`src/rtl/hamming_err_sequencer_if.sv`:
```
// Result stream from the Hamming error-injection sequencer to its consumer.
// One beat per executed step, accepted when valid && ready.
interface hamming_err_sequencer_if #(
    parameter int POS_W = 8
);
    logic             valid;
    logic             ready;
    logic [4:0]       step;
    logic [POS_W-1:0] pos;
    logic             ok;

    modport master (output valid, output step, output pos, output ok, input ready);
    modport slave  (input valid, input step, input pos, input ok, output ready);
endinterface

```
`src/rtl/hamming_err_sequencer.sv`:
```
// Drives a combinational Hamming decoder through a baseline step plus one single-error
// step per enabled slot, checks the decoded data and streams per-step results.
module hamming_err_sequencer #(
    parameter int MSG_W     = 64,
    parameter int POS_W     = 8,
    parameter int NUM_SLOTS = 16,
    parameter int SETTLE    = 1
) (
    input  logic                         clk,
    input  logic                         rst,
    input  logic                         start,
    input  logic [MSG_W-1:0]             cfg_msg,
    input  logic [NUM_SLOTS*POS_W-1:0]   cfg_err,
    output logic [MSG_W-1:0]             dut_message,
    output logic [NUM_SLOTS*POS_W-1:0]   dut_err,
    input  logic [MSG_W-1:0]             dut_decoded,
    input  logic [POS_W-1:0]             dut_err_pos,
    output logic                         busy,
    output logic                         done,
    hamming_err_sequencer_if.master      res,
    output logic [4:0]                   pass_cnt,
    output logic [4:0]                   fail_cnt
);
    localparam int ERR_W  = NUM_SLOTS * POS_W;
    localparam int SLOT_W = (NUM_SLOTS > 1) ? $clog2(NUM_SLOTS) : 1;
    localparam int SET_W  = (SETTLE > 1) ? $clog2(SETTLE) : 1;
    localparam logic [POS_W-1:0] SLOT_OFF = {1'b1, {(POS_W-1){1'b0}}};
    localparam logic [ERR_W-1:0] ALL_OFF  = {NUM_SLOTS{SLOT_OFF}};

    typedef enum logic [2:0] {
        IDLE    = 3'd0,
        LOAD    = 3'd1,
        APPLY   = 3'd2,
        CAPTURE = 3'd3,
        EMIT    = 3'd4,
        DONE    = 3'd5
    } state_t;

    state_t              state_r;
    state_t              state_next_s;
    logic [MSG_W-1:0]    msg_r;
    logic [ERR_W-1:0]    err_r;
    logic [4:0]          step_r;
    logic [SET_W-1:0]    settle_r;
    logic [NUM_SLOTS-1:0] slot_en_s;
    logic                found_s;
    logic [SLOT_W-1:0]   next_slot_s;

    // An out-of-range position cannot address a codeword bit, so it counts as disabled.
    function automatic logic slot_enabled(input logic [POS_W-1:0] slot);
        return (slot[POS_W-1] == 1'b0) && (int'(slot[POS_W-2:0]) < (MSG_W + 8));
    endfunction

    function automatic logic [ERR_W-1:0] one_slot(input logic [SLOT_W-1:0] idx,
                                                  input logic [ERR_W-1:0] err);
        logic [ERR_W-1:0] v;
        v = ALL_OFF;
        v[idx*POS_W +: POS_W] = err[idx*POS_W +: POS_W];
        return v;
    endfunction

    // Find the lowest enabled slot not yet executed (slot k belongs to step k+1).
    always_comb begin
        slot_en_s   = '0;
        found_s     = 1'b0;
        next_slot_s = '0;
        for (int k = 0; k < NUM_SLOTS; k++) begin
            slot_en_s[k] = (k >= int'(step_r)) && slot_enabled(err_r[k*POS_W +: POS_W]);
        end
        for (int k = NUM_SLOTS - 1; k >= 0; k--) begin
            found_s     = found_s | slot_en_s[k];
            next_slot_s = slot_en_s[k] ? SLOT_W'(k) : next_slot_s;
        end
    end

    // State register.
    always_ff @(posedge clk) begin
        if (rst) begin
            state_r <= IDLE;
        end else begin
            state_r <= state_next_s;
        end
    end

    // Next-state logic.
    always_comb begin
        state_next_s = state_r;
        case (state_r)
            IDLE:    state_next_s = start ? LOAD : IDLE;
            LOAD:    state_next_s = APPLY;
            APPLY:   state_next_s = (settle_r == SET_W'(SETTLE - 1)) ? CAPTURE : APPLY;
            CAPTURE: state_next_s = EMIT;
            EMIT: begin
                if (res.ready) begin
                    state_next_s = found_s ? APPLY : DONE;
                end else begin
                    state_next_s = EMIT;
                end
            end
            DONE:    state_next_s = IDLE;
            default: state_next_s = IDLE;
        endcase
    end

    // Datapath: latched config, decoder drive, result capture and counts.
    always_ff @(posedge clk) begin
        if (rst) begin
            msg_r       <= '0;
            err_r       <= ALL_OFF;
            step_r      <= 5'd0;
            settle_r    <= '0;
            dut_message <= '0;
            dut_err     <= ALL_OFF;
            busy        <= 1'b0;
            done        <= 1'b0;
            res.valid   <= 1'b0;
            res.step    <= 5'd0;
            res.pos     <= '0;
            res.ok      <= 1'b0;
            pass_cnt    <= 5'd0;
            fail_cnt    <= 5'd0;
        end else begin
            busy <= (state_next_s != IDLE);
            done <= (state_next_s == DONE);
            case (state_r)
                IDLE: begin
                    if (start) begin
                        msg_r    <= cfg_msg;
                        err_r    <= cfg_err;
                        step_r   <= 5'd0;
                        pass_cnt <= 5'd0;
                        fail_cnt <= 5'd0;
                    end
                end
                LOAD: begin
                    dut_message <= msg_r;
                    dut_err     <= ALL_OFF;
                    settle_r    <= '0;
                end
                APPLY: begin
                    settle_r <= settle_r + SET_W'(1);
                end
                CAPTURE: begin
                    res.valid <= 1'b1;
                    res.step  <= step_r;
                    res.pos   <= dut_err_pos;
                    res.ok    <= (dut_decoded == msg_r);
                    if (dut_decoded == msg_r) begin
                        pass_cnt <= pass_cnt + 5'd1;
                    end else begin
                        fail_cnt <= fail_cnt + 5'd1;
                    end
                end
                EMIT: begin
                    if (res.ready) begin
                        res.valid <= 1'b0;
                        settle_r  <= '0;
                        if (found_s) begin
                            step_r  <= 5'(next_slot_s) + 5'd1;
                            dut_err <= one_slot(next_slot_s, err_r);
                        end else begin
                            dut_err <= ALL_OFF;
                        end
                    end
                end
                DONE: begin
                    dut_err <= ALL_OFF;
                end
                default: begin
                    dut_err <= ALL_OFF;
                end
            endcase
        end
    end
endmodule

```
`src/flat_wrapper.sv`:
```
// flat-port wrapper written by rule: the top's interface ports become plain ports
module hamming_err_sequencer_flat 
#(
    parameter int MSG_W     = 64,
    parameter int POS_W     = 8,
    parameter int NUM_SLOTS = 16,
    parameter int SETTLE    = 1
)
  (clk, rst, start, cfg_msg, cfg_err, dut_message, dut_err, dut_decoded, dut_err_pos, busy, done, pass_cnt, fail_cnt, res_valid, res_step, res_pos, res_ok, res_ready);
  hamming_err_sequencer_if #(.POS_W(POS_W)) res_i ();
  input  logic clk;
  input  logic rst;
  input  logic start;
  input  logic [MSG_W-1:0] cfg_msg;
  input  logic [NUM_SLOTS*POS_W-1:0] cfg_err;
  output logic [MSG_W-1:0] dut_message;
  output logic [NUM_SLOTS*POS_W-1:0] dut_err;
  input  logic [MSG_W-1:0] dut_decoded;
  input  logic [POS_W-1:0] dut_err_pos;
  output logic busy;
  output logic done;
  output logic [4:0] pass_cnt;
  output logic [4:0] fail_cnt;
  output wire logic [$bits(res_i.valid)-1:0] res_valid;
  output wire logic [$bits(res_i.step)-1:0] res_step;
  output wire logic [$bits(res_i.pos)-1:0] res_pos;
  output wire logic [$bits(res_i.ok)-1:0] res_ok;
  input wire logic [$bits(res_i.ready)-1:0] res_ready;
  assign res_valid = res_i.valid;
  assign res_step = res_i.step;
  assign res_pos = res_i.pos;
  assign res_ok = res_i.ok;
  assign res_i.ready = res_ready;
  hamming_err_sequencer #(.MSG_W(MSG_W), .POS_W(POS_W), .NUM_SLOTS(NUM_SLOTS), .SETTLE(SETTLE)) u_core (.clk(clk), .rst(rst), .start(start), .cfg_msg(cfg_msg), .cfg_err(cfg_err), .dut_message(dut_message), .dut_err(dut_err), .dut_decoded(dut_decoded), .dut_err_pos(dut_err_pos), .busy(busy), .done(done), .res(res_i), .pass_cnt(pass_cnt), .fail_cnt(fail_cnt));
endmodule
```
`config.mk`:
```
export PLATFORM = sky130hd
export DESIGN_NAME = hamming_err_sequencer_flat
export DESIGN_NICKNAME = d
export VERILOG_FILES = /design/src/rtl/hamming_err_sequencer_if.sv /design/src/rtl/hamming_err_sequencer.sv /design/src/flat_wrapper.sv
export SDC_FILE = /design/constraint.sdc
export NUM_CORES = 1
export LEC_CHECK = 0
export CAP_MARGIN = 25
export CORE_UTILIZATION = 30
export DETAILED_ROUTE_END_ITERATION = 8
export PLACE_DENSITY_LB_ADDON = 0.12
export RECOVER_POWER = 100
export REMOVE_ABC_BUFFERS = 1
export SYNTH_ARGS = -nofsm -noshare
export SYNTH_HDL_FRONTEND = slang
export SYNTH_SLANG_ARGS = --single-unit
```
`constraint.sdc`:
```
create_clock -name clk -period 5.05 [get_ports clk]
set_input_delay 1.515 -clock clk [delete_from_list [all_inputs] [get_ports clk]]
set_output_delay 1.515 -clock clk [all_outputs]
set_load 0.03 [all_outputs]
```
======== After elaboration in Yosys (flattened, before gate mapping) ========
Cells that the tools add are included.
storage, ports and cells
  register bits after elaboration ......... 420
  latch bits .............................. 0
  memory bits (writable) .................. 0
  ROM bits ................................ 0
  input port bits ......................... 268
  output and inout bits ................... 219
  word-level logic and storage cells ...... 182
  memories kept ........................... 0
operators by class
  add/subtract/negate cells ............... 5
  $mul .................................... 0
  div/mod/pow operators ................... 0
  $lt $le $gt $ge ......................... 32
  equality and inequality tests ........... 11
  shifts and indexed selects .............. 3
  mux-type cells .......................... 35
  bitwise gates (word level) .............. 35
  reduce and logical (&&, ||, !) cells .... 46
operator list
  cell                        count
  $mux W128                   2
  $pmux W128 S2               1
  $shift A8 B34 Y128 const A  1
  $shiftx A128 B8 Y8          1
  $shiftx A8 B34 Y128         1
  $and A112 B112 Y112         1
  $lt A7 B7 Y1 const B        16
  $eq A64 B64 Y1              1
  $mux W4                     16
  $ge A4 B5 Y1 const A        8
  $neg A7 Y34                 1
  $logic_and A1 B1 Y1         32
  $pmux W5 S2                 3
  $mux W5                     5
  $ge A3 B5 Y1 const A        4
  $not A1 Y1                  17
  $not A16 Y16                1
  $or A16 B16 Y16             1
  $or A1 B1 Y1                15
  $pmux W3 S5                 1
  $add A5 B1 Y5 const B       2
  $ge A1 B5 Y1 const A        2
  $ge A2 B5 Y1 const A        2
  $reduce_and A2 Y1           4
  other kinds (17)            29

======== Depth between registers and ports, before layout ========
Gate-level depths: netlist of the first run.
  depth after elaboration ................. 26
  gate-level depth with buffers ........... 17
  depth with buffers taken out ............ 13

======== Worst setup path before layout of the first run ========
OpenSTA, ideal clock, no wires.
  kind .................................... register -> register
  start point ............................. register u_core.step_r[4]
  end point ............................... register u_core.dut_err[120]
  library setup time ...................... 0.084 ns
  arrival time ............................ 3.913 ns
  data required time ...................... 4.966 ns
  setup slack ............................. 1.053 ns
  stages on the path, launching flop included .. 18
  path buffers ............................ 5
  clock period less this slack ............ 3.997 ns
  cell sequence ........................... dfxtp_1 buf_6 buf_2 or2_1 a311oi_2 o221ai_2 a41o_1 nor2_4 buf_6 inv_2 buf_2 ha_1 a21oi_1 nand3_4 or3_1 buf_2 or3_4 o31ai_2
on the way
  cells in the longest elaborated chain, start to end .. 24
  elaborated cells on any way between the ends .. 71
  those cells by class .................... 1 x add/sub; 16 x order compare; 3 x shift; 19 x mux; 16 x bitwise; 16 x reduce/logical
RTL lines
  element                                                           RTL line                      text
  start, declared                                                   hamming_err_sequencer.sv:43   logic [4:0] step_r;
  start signal, assigned                                            hamming_err_sequencer.sv:159  step_r <= 5'(next_slot_s) + 5'd1;
  $ge A4 B5 Y1                                                      hamming_err_sequencer.sv:68   slot_en_s[k] = (k >= int'(step_r)) && slot_enabled(err_r[k*POS_W +: POS_W]);
  $logic_and A1 B1 Y1                                               hamming_err_sequencer.sv:68
  $mux W4 (16 in a row)                                             hamming_err_sequencer.sv:72   next_slot_s = slot_en_s[k] ? SLOT_W'(k) : next_slot_s;
  $shiftx A128 B8 Y8 / $neg A7 Y34 (equally long branches)          hamming_err_sequencer.sv:58   v[idx*POS_W +: POS_W] = err[idx*POS_W +: POS_W];
  $shiftx A8 B34 Y128 / $shift A8 B34 Y128 (equally long branches)  hamming_err_sequencer.sv:58
  $and A112 B112 Y112 (no line)                                     -
  $mux W128 (*)                                                     hamming_err_sequencer.sv:158  if (found_s) begin
  $mux W128 (*)                                                     hamming_err_sequencer.sv:155  if (res.ready) begin
  $pmux W128 S2 (*)                                                 hamming_err_sequencer.sv:125  case (state_r)
  end signal, assigned                                              hamming_err_sequencer.sv:160  dut_err <= one_slot(next_slot_s, err_r);
  end, declared                                                     hamming_err_sequencer.sv:15   output logic [NUM_SLOTS*POS_W-1:0] dut_err,
Mark *: on every way between the ends. The rest lies on a longest branch, timed or not. The select of a mux whose other input is x is not followed.
A chain may end at the register's enable or synchronous reset.

======== Worst setup path after layout of the first run ========
  start point ............................. input port rst
  end point ............................... register u_core.dut_message[26]
RTL lines
  element               RTL line                      text
  start, declared       flat_wrapper.sv:12            input logic rst;
  end signal, assigned  hamming_err_sequencer.sv:136  dut_message <= msg_r;
  end, declared         hamming_err_sequencer.sv:14   output logic [MSG_W-1:0] dut_message,
No word-level cell between the ends.

==> results of run 1 <==
layer usage:
metal	global-route usage [%]	vias to the layer above	part of all wire (%)
met5	0	-	0.12
met4	6.62	12	2.6
met3	6.31	103	7.4
met2	35.9	511	46
met1	28.0	7860	44
li1	-	8057	-
cells by family (layout without fill, tap and decap cells):
kind of cell / Yosys count / count (layout) / share of synthesized area, %
simple gates: 886 / 886 / 21.3
compound gates: 525 / 525 / 20.8
flops: 420 / 420 / 48.4
buf+inv: 153 / 615 / 4.02
xor+xnor: 74 / 74 / 3.73
mux: 25 / 25 / 1.50
fa+ha+maj: 5 / 5 / 0.360
other cells: 0 / 4 / 0
registers in the layout, indices dropped and copies added (netlist names), 3 cells and up:
signal,cells
u_core.dut_err,128
u_core.dut_message,64
u_core.err_r,128
u_core.fail_cnt,5
u_core.msg_r,64
u_core.pass_cnt,5
u_core.res.pos,8
u_core.res.step,5
u_core.state_r,3
u_core.step_r,5
repair_timing:
item                       CTS  global route
resized for setup            0             5
setup buffers                0             1
setup endpoints to repair    0            77
hold buffers                 0             0
worst max-delay path by stage:
stage | startpoint | end | slack [ns] | cells past startpoint
2_1_floorplan | start | u_core.err_r[0] | -1.60 | 4
3_3_place_gp | u_core.step_r[3] | u_core.dut_err[43] | 0.34 | 12
3_5_place_dp | u_core.step_r[3] | u_core.dut_err[28] | 0.12 | 12
4_1_cts | u_core.step_r[3] | u_core.dut_err[28] | 0.11 | 12
5_1_grt | u_core.step_r[2] | u_core.dut_err[28] | 0.01 | 13
6_report | rst | u_core.dut_message[26] | 0.50 | 3
final cells by class:
type	instances	area [um^2]
Clock inverter	14	105
Antenna cell	4	10.0
Inverter	11	41.3
Timing Repair Buffer	517	5110
Multi-Input combinational cell	1515	8250
Clock buffer	73	1440
Sequential cell	420	8410
Fill cell	5800	32500
Tap cell	756	946
layout by cell type (no fill, tap or decap), drive strengths merged, types with 46 or more instances in the layout:
| cell type | count |
|---|---|
| a21oi | 283 |
| clkbuf | 77 |
| nor2 | 77 |
| xor2 | 46 |
| o31ai | 97 |
| dfxtp | 420 |
| clkdlybuf4s50 | 264 |
| nand2 | 669 |
| dlygate4sd3 | 221 |
| nand3 | 46 |
synthesized netlist by cell type, drive strengths merged (19+ instances only):
cell / instances
nand2: 669
dfxtp: 420
a21oi: 283
clkbuf: 113
o31ai: 97
nor2: 77
nand3: 46
xor2: 46
buf: 29
xnor2: 28
o21ai: 21
o22ai: 20
nand4: 19
stage by stage:
| step | instances | util [%] | total power [mW] | instance area [um^2] | TNS [ns] |
|---|---|---|---|---|---|
| final | 3310 | 42.8 | 9.53 | 24300 | 0 |
| after global routing | 3306 | 42.8 | 9.95 | 24300 | 0 |
| after CTS | 3305 | 42.9 | 9.68 | 24400 | 0 |
| after detailed placement | 3218 | 40.2 | 6.20 | 22800 | 0 |
| after global placement | 3218 | 40.2 | 6.19 | 22800 | 0 |
| after floorplan | 1946 | - | 5.04 | 16700 | -439.72 |
power by group:
part | total, mW | switching, mW | internal [mW]
clock | 3.44 | 1.43 | 2.01
combinational | 2.48 | 1.70 | 0.787
sequential | 3.61 | 0.131 | 3.48
total | 9.53 | 3.26 | 6.27
worst max-delay path, cell delays in order:
cell and delay, ns:
clkbuf_2 0.88, clkbuf_2 2.20, a21oi_1 0.08
==> impl_metrics.py, run 1 <==
metrics = {
    "global_routing": {
        "grt_use_total_pct": 22.0,
        "antenna_found_initial": 12,
        "grt_pass1_vias": 16300,
        "grt_pass1_wl_mm": 101,
        "overflow": 0,
        "grt_start_max_net_pins": 159,
    },
    "pwr": {
        "p_leak_nw": 9.29,
        "vdd_drop_max_mv": 0.249,
        "p_per_area_nw_per_um2": 392,
    },
    "synthesis": {
        "ys_seq_area_share_pct": 48.4,
        "yosys_register_bits": 420,
        "synth_area_um2": 17400,
        "synth_top_cell_area_share_pct": 48.4,
        "ys_warn_count": 0,
        "synthCells": 2088,
        "synth_edf_count": 0,
        "synth_top_cell_by_area": "dfxtp_1",
        "synth_cell_type_count": 92,
        "synth.area.top_cells": "dfxtp_1, nand2_1, a21oi_1, o31ai_1, clkbuf_1",
        "syn-mean-instance-area_um2": 8.33,
        "synthFlopType": "dfxtp_1",
        "synth-async-reset-ratio_pct": 0,
    },
    "floorplanning": {
        "core_area_um2": 56800,
        "fp.dieArea_um2": 58900,
        "rows": 87,
        "die-height_um": 243,
        "initial_core_util_pct": 30.6,
        "pin_count": 487,
        "dieWidth_um": 243,
    },
    "timing": {
        "setup_violations": 0,
        "layout_min_cycle_time_ns": 4.55,
        "period_share_pct": 90.2,
        "layout_setup_ws_ns": 0.495,
        "rsz0062_at_grt": "false",
        "timing.slew.headroom_pct": -139,
        "tightest_slew_ns": 3.58,
        "hold_slack_ns": 0.440,
        "fmax_mhz": 220,
        "final-max-slew-violation-count": 246,
        "clock-skew-final_ns": 0.0166,
        "hold_viol_final": 0,
    },
    "placed_design": {
        "dp_hpwl_mm": 48.1,
        "portBuffers": 486,
        "pre_cts_ws_ns": 0.118,
        "place_congestion": 0.870,
    },
    "critical_path": {
        "r2r_setup_slack_ns": 0.58,
        "cp.required_ns": 5.36,
        "r2r-start": "u_core.step_r[2]",
        "crit_arrival_ns": 4.87,
        "endpoint_kind": "flip-flop",
        "worstSetupPathType": "primary input to flip-flop",
        "crit_fanout": 136,
        "startpoint_type": "primary input",
        "rr_worst_depth": 13,
        "r2r-end": "u_core.dut_err[123]",
    },
    "clock_network": {
        "clk_pin_slew_ns": 0.06,
        "clk_latency_ns": 0.58,
        "cts_buffer_depth": 3,
        "cts_tree": "built",
        "clock_tree.root_cell": "clkbuf_16",
        "htreeDepth": 2,
        "cts.sinks": 420,
        "cts_made_buffers": 48,
    },
    "run": {
        "drv_cap": 3,
    },
    "detailed_routing": {
        "routedWlPerCell_um": 20.2,
        "vias_per_cell": 5.00,
        "wl_mm": 67.0,
        "drc": 0,
        "via_count": 16500,
        "dr.pass1.iters": 7,
        "antenna_left": 0,
        "drt-initial-drc-count": 1069,
    },
    "worst_hold_path": {
        "hold_depth": 2,
        "holdPathEnd": "u_core.dut_err[5]",
        "hold_class": "flip-flop to flip-flop",
        "min_from": "u_core.dut_err[5]",
    },
    "outcome": {
        "run_status": "complete, but fails checks",
        "violations": "max-capacitance violations, max-slew violations",
    },
    "finish": {
        "final_nets": 2786,
        "drive_above_1_share_pct": 6.98,
        "area_growth_syn_to_layout_pct": 39.8,
    },
}
No activity file was read; power rests on OpenSTA's default activity.
==> inputs of run 2 (changes only) <==
CELL_PAD_IN_SITES_DETAIL_PLACEMENT = 1   (was unset)
CELL_PAD_IN_SITES_GLOBAL_PLACEMENT = 2   (was unset)
CORE_UTILIZATION = 28   (was 30)
clock period = 4.5 ns   (was 5.05 ns; I/O delays follow)
==> run 2 against run 1 <==
Effect of this change:
- the flow still finishes with violations (max-capacitance violations, max-slew violations)
- wire length rose by 5.9%
- sequential share of layout area is 0.46 points lower
- sequential power increased by 12%
- total power rose by 15%
- critical path depth is 9 higher
- register-to-register slack got worse by 0.29 ns
- worst setup slack got worse by 0.21 ns
- first-iteration DRC count is 20% lower
- cell area up 1.3%
- clock power is 17% higher
- largest cell class unchanged
==> impl_metrics.py, run 2 (synthesized netlist as in run 1, its figures left out) <==
metrics = {
    "detailed_routing": {
        "antenna_left": 0,
        "wl_met1_mm": 30.1,
        "drt-initial-drc-count": 851,
        "vias_per_cell": 5.00,
        "drc": 0,
        "routedWlPerCell_um": 21.1,
        "wl_mm": 71.0,
        "routed.top_layer": "met5",
        "via_count": 16800,
        "wl_met2_mm": 34.8,
        "dr.pass1.iters": 5,
        "wl_met3_mm": 4.65,
    },
    "placed_design": {
        "dp_hpwl_mm": 51.4,
        "dp.cells": 3268,
        "portBuffers": 486,
        "place_congestion": 0.839,
    },
    "critical_path": {
        "crit_buf_inv": 1,
        "cp-endpoint": "u_core.dut_err[122]",
        "max_stage_delay_ns": 0.52,
        "r2r-start": "u_core.step_r[3]",
        "cp_common_cell": "a32oi_1",
        "r2r_setup_slack_ns": 0.29,
        "cp_top_family": "simple AND/OR/NAND/NOR gates",
        "startpoint_type": "flip-flop",
        "endpoint_kind": "flip-flop",
        "crit_arrival_ns": 4.72,
        "crit_chain": "buf_4 > nand4_1 > a32oi_1 > a32oi_1 > or3b_1 > a22oi_4 > ha_1 > a2111oi_4 > nand3_4 > or3_1 > or3_4 > o31ai_1",
        "crit_start": "u_core.step_r[3]",
        "crit_fanout": 9,
        "crit_cells": 12,
        "crit_slowest_cell": "or3_1",
        "cp.required_ns": 5.01,
        "rr_worst_depth": 12,
        "worstSetupPathType": "flip-flop to flip-flop",
        "r2r-end": "u_core.dut_err[122]",
    },
    "floorplanning": {
        "initial_core_util_pct": 28.6,
        "fp.dieArea_um2": 63100,
        "dieWidth_um": 251,
        "rows": 90,
        "core_area_um2": 60800,
        "pin_count": 487,
        "die-height_um": 251,
    },
    "pwr": {
        "p_total_mw": 11.0,
        "p_clk_share_pct": 36.7,
        "p_sw_mw": 3.75,
        "p_comb_share_pct": 26.5,
        "p_leak_nw": 9.43,
        "seq_power_share_pct": 36.8,
        "p_per_area_nw_per_um2": 446,
        "vdd_drop_max_mv": 0.270,
        "swShare_pct": 34.1,
        "internal_power_mw": 7.25,
    },
    "clock_network": {
        "htreeDepth": 2,
        "cts_made_buffers": 50,
        "postCtsSetupBuffers": 0,
        "cts_tree": "built",
        "clk_pin_slew_ns": 0.06,
        "clk_latency_ns": 0.60,
        "cts_buffer_depth": 3,
        "cts.sinks": 420,
        "clock_tree.root_cell": "clkbuf_16",
    },
    "worst_hold_path": {
        "hold_class": "flip-flop to flip-flop",
    },
    "finish": {
        "most-common-layout-cells": "nand2_1, dfxtp_1, a21oi_1",
        "instances_no_fill": 3360,
        "drive_above_1_share_pct": 7.65,
        "reg_top3": "u_core.dut_err: 128 flops, u_core.err_r: 128 flops",
        "layout_commonest_cell": "nand2_1",
        "area_growth_syn_to_layout_pct": 41.7,
        "final_nets": 2811,
        "n_fill_cell": 7121,
    },
    "timing": {
        "final-max-slew-violation-count": 307,
        "tightest_slew_ns": 2.56,
        "setup_violations": 0,
        "rsz0062_at_grt": "false",
        "fmax_mhz": 237,
        "hold_viol_final": 0,
        "clock-skew-final_ns": 0.0283,
        "timing.slew.headroom_pct": -70.7,
        "layout_min_cycle_time_ns": 4.21,
        "period_share_pct": 93.7,
    },
    "run": {
        "drv_cap": 4,
    },
    "global_routing": {
        "overflow": 0,
        "grt_use_total_pct": 22.1,
        "grt_pass1_wl_mm": 108,
        "antenna_found_initial": 13,
        "grt_start_max_net_pins": 178,
        "grt_pass1_vias": 17800,
    },
    "outcome": {
        "violations": "max-capacitance violations, max-slew violations",
        "run_status": "complete, but fails checks",
    },
}
## run 2: final cells by class
type / count / area [um^2] / share of cell area [%]
inverter: 11 / 41.3 / 0.168
timing repair buffer: 540 / 5320 / 21.6
multi-input combinational: 1515 / 8250 / 33.5
clock buffer: 74 / 1450 / 5.90
clock inverter: 15 / 175 / 0.711
antenna: 3 / 7.51 / 0.0305
sequential: 420 / 8410 / 34.1
tap: 782 / 978 / 3.97
## run 2: worst register-to-register path, stage by stage, from the launching register on
cell and delay (ns):
dfxtp_1 0.48, buf_4 0.25, nand4_1 0.15, a32oi_1 0.45
a32oi_1 0.19, or3b_1 0.48, a22oi_4 0.17, ha_1 0.29
a2111oi_4 0.30, nand3_4 0.16, or3_1 0.52, or3_4 0.41
o31ai_1 0.27
## run 2: per-stage QoR
| stage | hold slack [ns] | util, % | cell area [um^2] | worst slack, ns | TNS (ns) |
|---|---|---|---|---|---|
| global placement | 0.435 | 38.0 | 23100 | 0.197 | 0 |
| detailed placement | 0.444 | 38.0 | 23100 | 0.137 | 0 |
| global route | 0.466 | 40.5 | 24600 | 0.00323 | 0 |
| CTS | 0.455 | 40.6 | 24700 | 0.114 | 0 |
| floorplan | 0.426 | - | 16700 | -1.99 | -562.54 |
| finish | 0.447 | 40.5 | 24600 | 0.286 | 0 |
## run 2: worst min path at each step
stage                                  end                    from  cells past startpoint
finish                  u_core.dut_err[91]      u_core.dut_err[91]                      2
global route        u_core.dut_message[43]  u_core.dut_message[43]                      2
CTS                      u_core.err_r[112]       u_core.err_r[112]                      2
global placement         u_core.dut_err[5]       u_core.dut_err[5]                      2
detailed placement     u_core.dut_err[117]     u_core.dut_err[117]                      2
floorplan                 u_core.err_r[32]        u_core.err_r[32]                      2
## run 2: what timing repair did
| action | CTS | global route |
|---|---|---|
| endpoints found under the setup margin | 0 | 53 |
| hold endpoints to repair | 0 | 0 |
| hold buffers | 0 | 0 |
| resized for setup | 0 | 3 |
## run 2: power groups by stage
| stage | combinational (mW) | sequential (mW) | clock, mW |
|---|---|---|---|
| final | 2.91 | 4.05 | 4.04 |
| after detailed placement | 2.96 | 4.13 | 0 |
| after global routing | 3.13 | 4.07 | 4.31 |
| after floorplan | 1.53 | 4.13 | 0 |
| after global placement | 2.93 | 4.12 | 0 |
| after CTS | 2.97 | 4.05 | 4.17 |
## run 2: layer usage
metal	vias to the layer above	track usage, %
met5	-	0
met4	16	5.17
met3	100	6.08
met2	404	38.8
met1	8180	26.7
li1	8089	-
==> inputs of run 3 (changes only) <==
CORE_UTILIZATION = 30   (was 28)
clock period = 5.4 ns   (was 4.5 ns; I/O delays follow)
==> run 3 against run 2 <==
Effect of this change:
- the flow still finishes with violations (max-capacitance violations, max-slew violations)
- total power down 18%
- combinational power fell by 20%
- first-iteration DRC count is 11% lower
- sequential power shrank 17%
- sequential share of layout area increased by 0.49 points
- largest cell class unchanged
==> impl_metrics.py, run 3 (synthesized netlist as in run 1, its figures left out) <==
metrics = {
    "pwr": {
        "p_sw_mw": 3.05,
        "swShare_pct": 34.0,
        "p_comb_share_pct": 25.9,
        "internal_power_mw": 5.93,
        "vdd_drop_max_mv": 0.218,
        "p_clk_share_pct": 36.5,
        "p_leak_nw": 9.28,
        "p_per_area_nw_per_um2": 370,
        "seq_power_share_pct": 37.6,
    },
    "detailed_routing": {
        "wl_met2_mm": 33.4,
        "routedWlPerCell_um": 20.9,
        "antenna_left": 0,
        "dr.pass1.iters": 5,
        "vias_per_cell": 5.06,
        "wl_mm": 69.1,
        "wl_met3_mm": 4.46,
        "drt-initial-drc-count": 754,
        "drc": 0,
        "wl_met1_mm": 29.3,
        "via_count": 16700,
        "routed.top_layer": "met5",
    },
    "finish": {
        "most-common-layout-cells": "nand2_1, dfxtp_1, a21oi_1",
        "final_nets": 2785,
        "reg_top3": "u_core.dut_err: 128 flops, u_core.err_r: 128 flops",
        "layout_commonest_cell": "nand2_1",
        "area_growth_syn_to_layout_pct": 39.6,
        "post-route-util_pct": 42.7,
        "n_fill_cell": 6649,
        "drive_above_1_share_pct": 6.40,
    },
    "critical_path": {
        "endpoint_kind": "flip-flop",
        "crit_buf_inv": 2,
        "rr_worst_depth": 11,
        "max_stage_delay_ns": 0.75,
        "crit_chain": "a2111oi_0 > nand2_1 > nor3b_1 > o31a_1 > nor2_4 > clkbuf_2 > buf_4 > mux2_1 > a2111oi_2 > a31oi_2 > a22o_2",
        "cp_top_family": "compound AO/OA/AOI/OAI gates",
        "startpoint_type": "flip-flop",
        "r2r-start": "u_core.step_r[3]",
        "crit_arrival_ns": 5.56,
        "worstSetupPathType": "flip-flop to flip-flop",
        "crit_slowest_cell": "a2111oi_0",
        "r2r_setup_slack_ns": 0.29,
        "r2r-end": "u_core.dut_err[14]",
        "crit_fanout": 23,
        "cp.required_ns": 5.85,
    },
    "floorplanning": {
        "initial_core_util_pct": 30.6,
        "rows": 87,
        "pin_count": 487,
        "fp.dieArea_um2": 58900,
        "die-height_um": 243,
        "core_area_um2": 56800,
        "dieWidth_um": 243,
    },
    "timing": {
        "hold_viol_final": 0,
        "rsz0062_at_grt": "false",
        "tightest_slew_ns": 3.61,
        "layout_min_cycle_time_ns": 5.11,
        "period_share_pct": 94.6,
        "timing.slew.headroom_pct": -141,
        "clock-skew-final_ns": 0.0261,
        "layout_setup_ws_ns": 0.290,
        "fmax_mhz": 196,
        "hold_slack_ns": 0.450,
        "final-max-slew-violation-count": 403,
        "setup_violations": 0,
    },
    "clock_network": {
        "clk_latency_ns": 0.59,
        "cts_made_buffers": 49,
        "cts_buffer_depth": 3,
        "htreeDepth": 2,
        "cts_hold_buf": 0,
        "postCtsSetupBuffers": 0,
        "clk_pin_slew_ns": 0.05,
        "cts.sinks": 420,
        "cts_tree": "built",
        "post_cts_resized": 0,
        "clock_tree.root_cell": "clkbuf_16",
    },
    "global_routing": {
        "grt_pass1_vias": 17500,
        "grt_pass1_wl_mm": 105,
        "antenna_found_initial": 8,
        "overflow": 0,
        "grt_start_max_net_pins": 120,
        "grt_use_total_pct": 22.8,
    },
    "outcome": {
        "violations": "max-capacitance violations, max-slew violations",
        "run_status": "complete, but fails checks",
    },
    "worst_hold_path": {
        "holdPathEnd": "u_core.dut_message[0]",
        "hold_class": "flip-flop to flip-flop",
        "hold_depth": 2,
        "min_from": "u_core.dut_message[0]",
    },
    "placed_design": {
        "portBuffers": 486,
        "dp_hpwl_mm": 49.4,
        "place_congestion": 0.844,
        "pre_cts_ws_ns": 0.388,
    },
    "run": {
        "drv_cap": 5,
    },
}
run 3: cell count changes in the layout (fill, tap and decap cells not counted), moves of 2 or more:
cell       delta
clkbuf_16     -2
clkinv_2      -3
clkbuf_1      -2
buf_4        -22
clkbuf_2      +3
diode_2       -2
inv_6         +2
clkbuf_4      -2
clkinv_8      -2
run 3: power by group through the flow:
stage / registers [mW] / logic (mW) / clock network [mW]
finish: 3.37 / 2.32 / 3.28
CTS: 3.37 / 2.39 / 3.37
floorplan: 3.44 / 1.28 / 0
global route: 3.39 / 2.50 / 3.49
global placement: 3.44 / 2.36 / 0
detailed placement: 3.44 / 2.37 / 0
run 3: metal layers:
layer / track usage [%] / vias to the layer above
met1: 27.5 / 8153
met2: 39.2 / 400
li1: - / 8040
met5: 0 / -
met3: 6.17 / 108
met4: 6.77 / 14
run 3: layout make-up:
type / count / area [um^2] / area share, %
Multi-Input combinational cell: 1515 / 8210 / 33.8
Antenna cell: 1 / 2.50 / 0.0103
Timing Repair Buffer: 515 / 5120 / 21.1
Inverter: 11 / 41.3 / 0.170
Tap cell: 756 / 946 / 3.90
Sequential cell: 420 / 8410 / 34.6
Clock buffer: 73 / 1420 / 5.83
Clock inverter: 11 / 138 / 0.567
run 3: tightest hold or removal path, cell delays in order (launching register included):
cell     delay (ns)
dfxtp_1        0.30
nand2_1        0.05
a21oi_1        0.05
run 3: worst max path at each step:
stage,startpoint,depth (start not counted),slack (ns),end
after floorplan,start,4,-1.36,u_core.err_r[0]
after global placement,u_core.step_r[3],13,0.59,u_core.dut_err[29]
after detailed placement,u_core.step_r[3],13,0.39,u_core.dut_err[42]
after CTS,u_core.step_r[3],13,0.36,u_core.dut_err[42]
after global routing,u_core.step_r[3],13,0.06,u_core.dut_err[60]
final,u_core.step_r[3],11,0.29,u_core.dut_err[14]
run 3: per-stage QoR:
stage,instances,area [um^2],power [mW],setup TNS (ns)
2_1_floorplan,1946,16700,4.72,-362.05
3_3_place_gp,3217,22800,5.80,0
3_5_place_dp,3217,22800,5.82,0
4_1_cts,3301,24400,9.13,0
5_1_grt,3301,24300,9.38,0
6_report,3302,24300,8.98,0
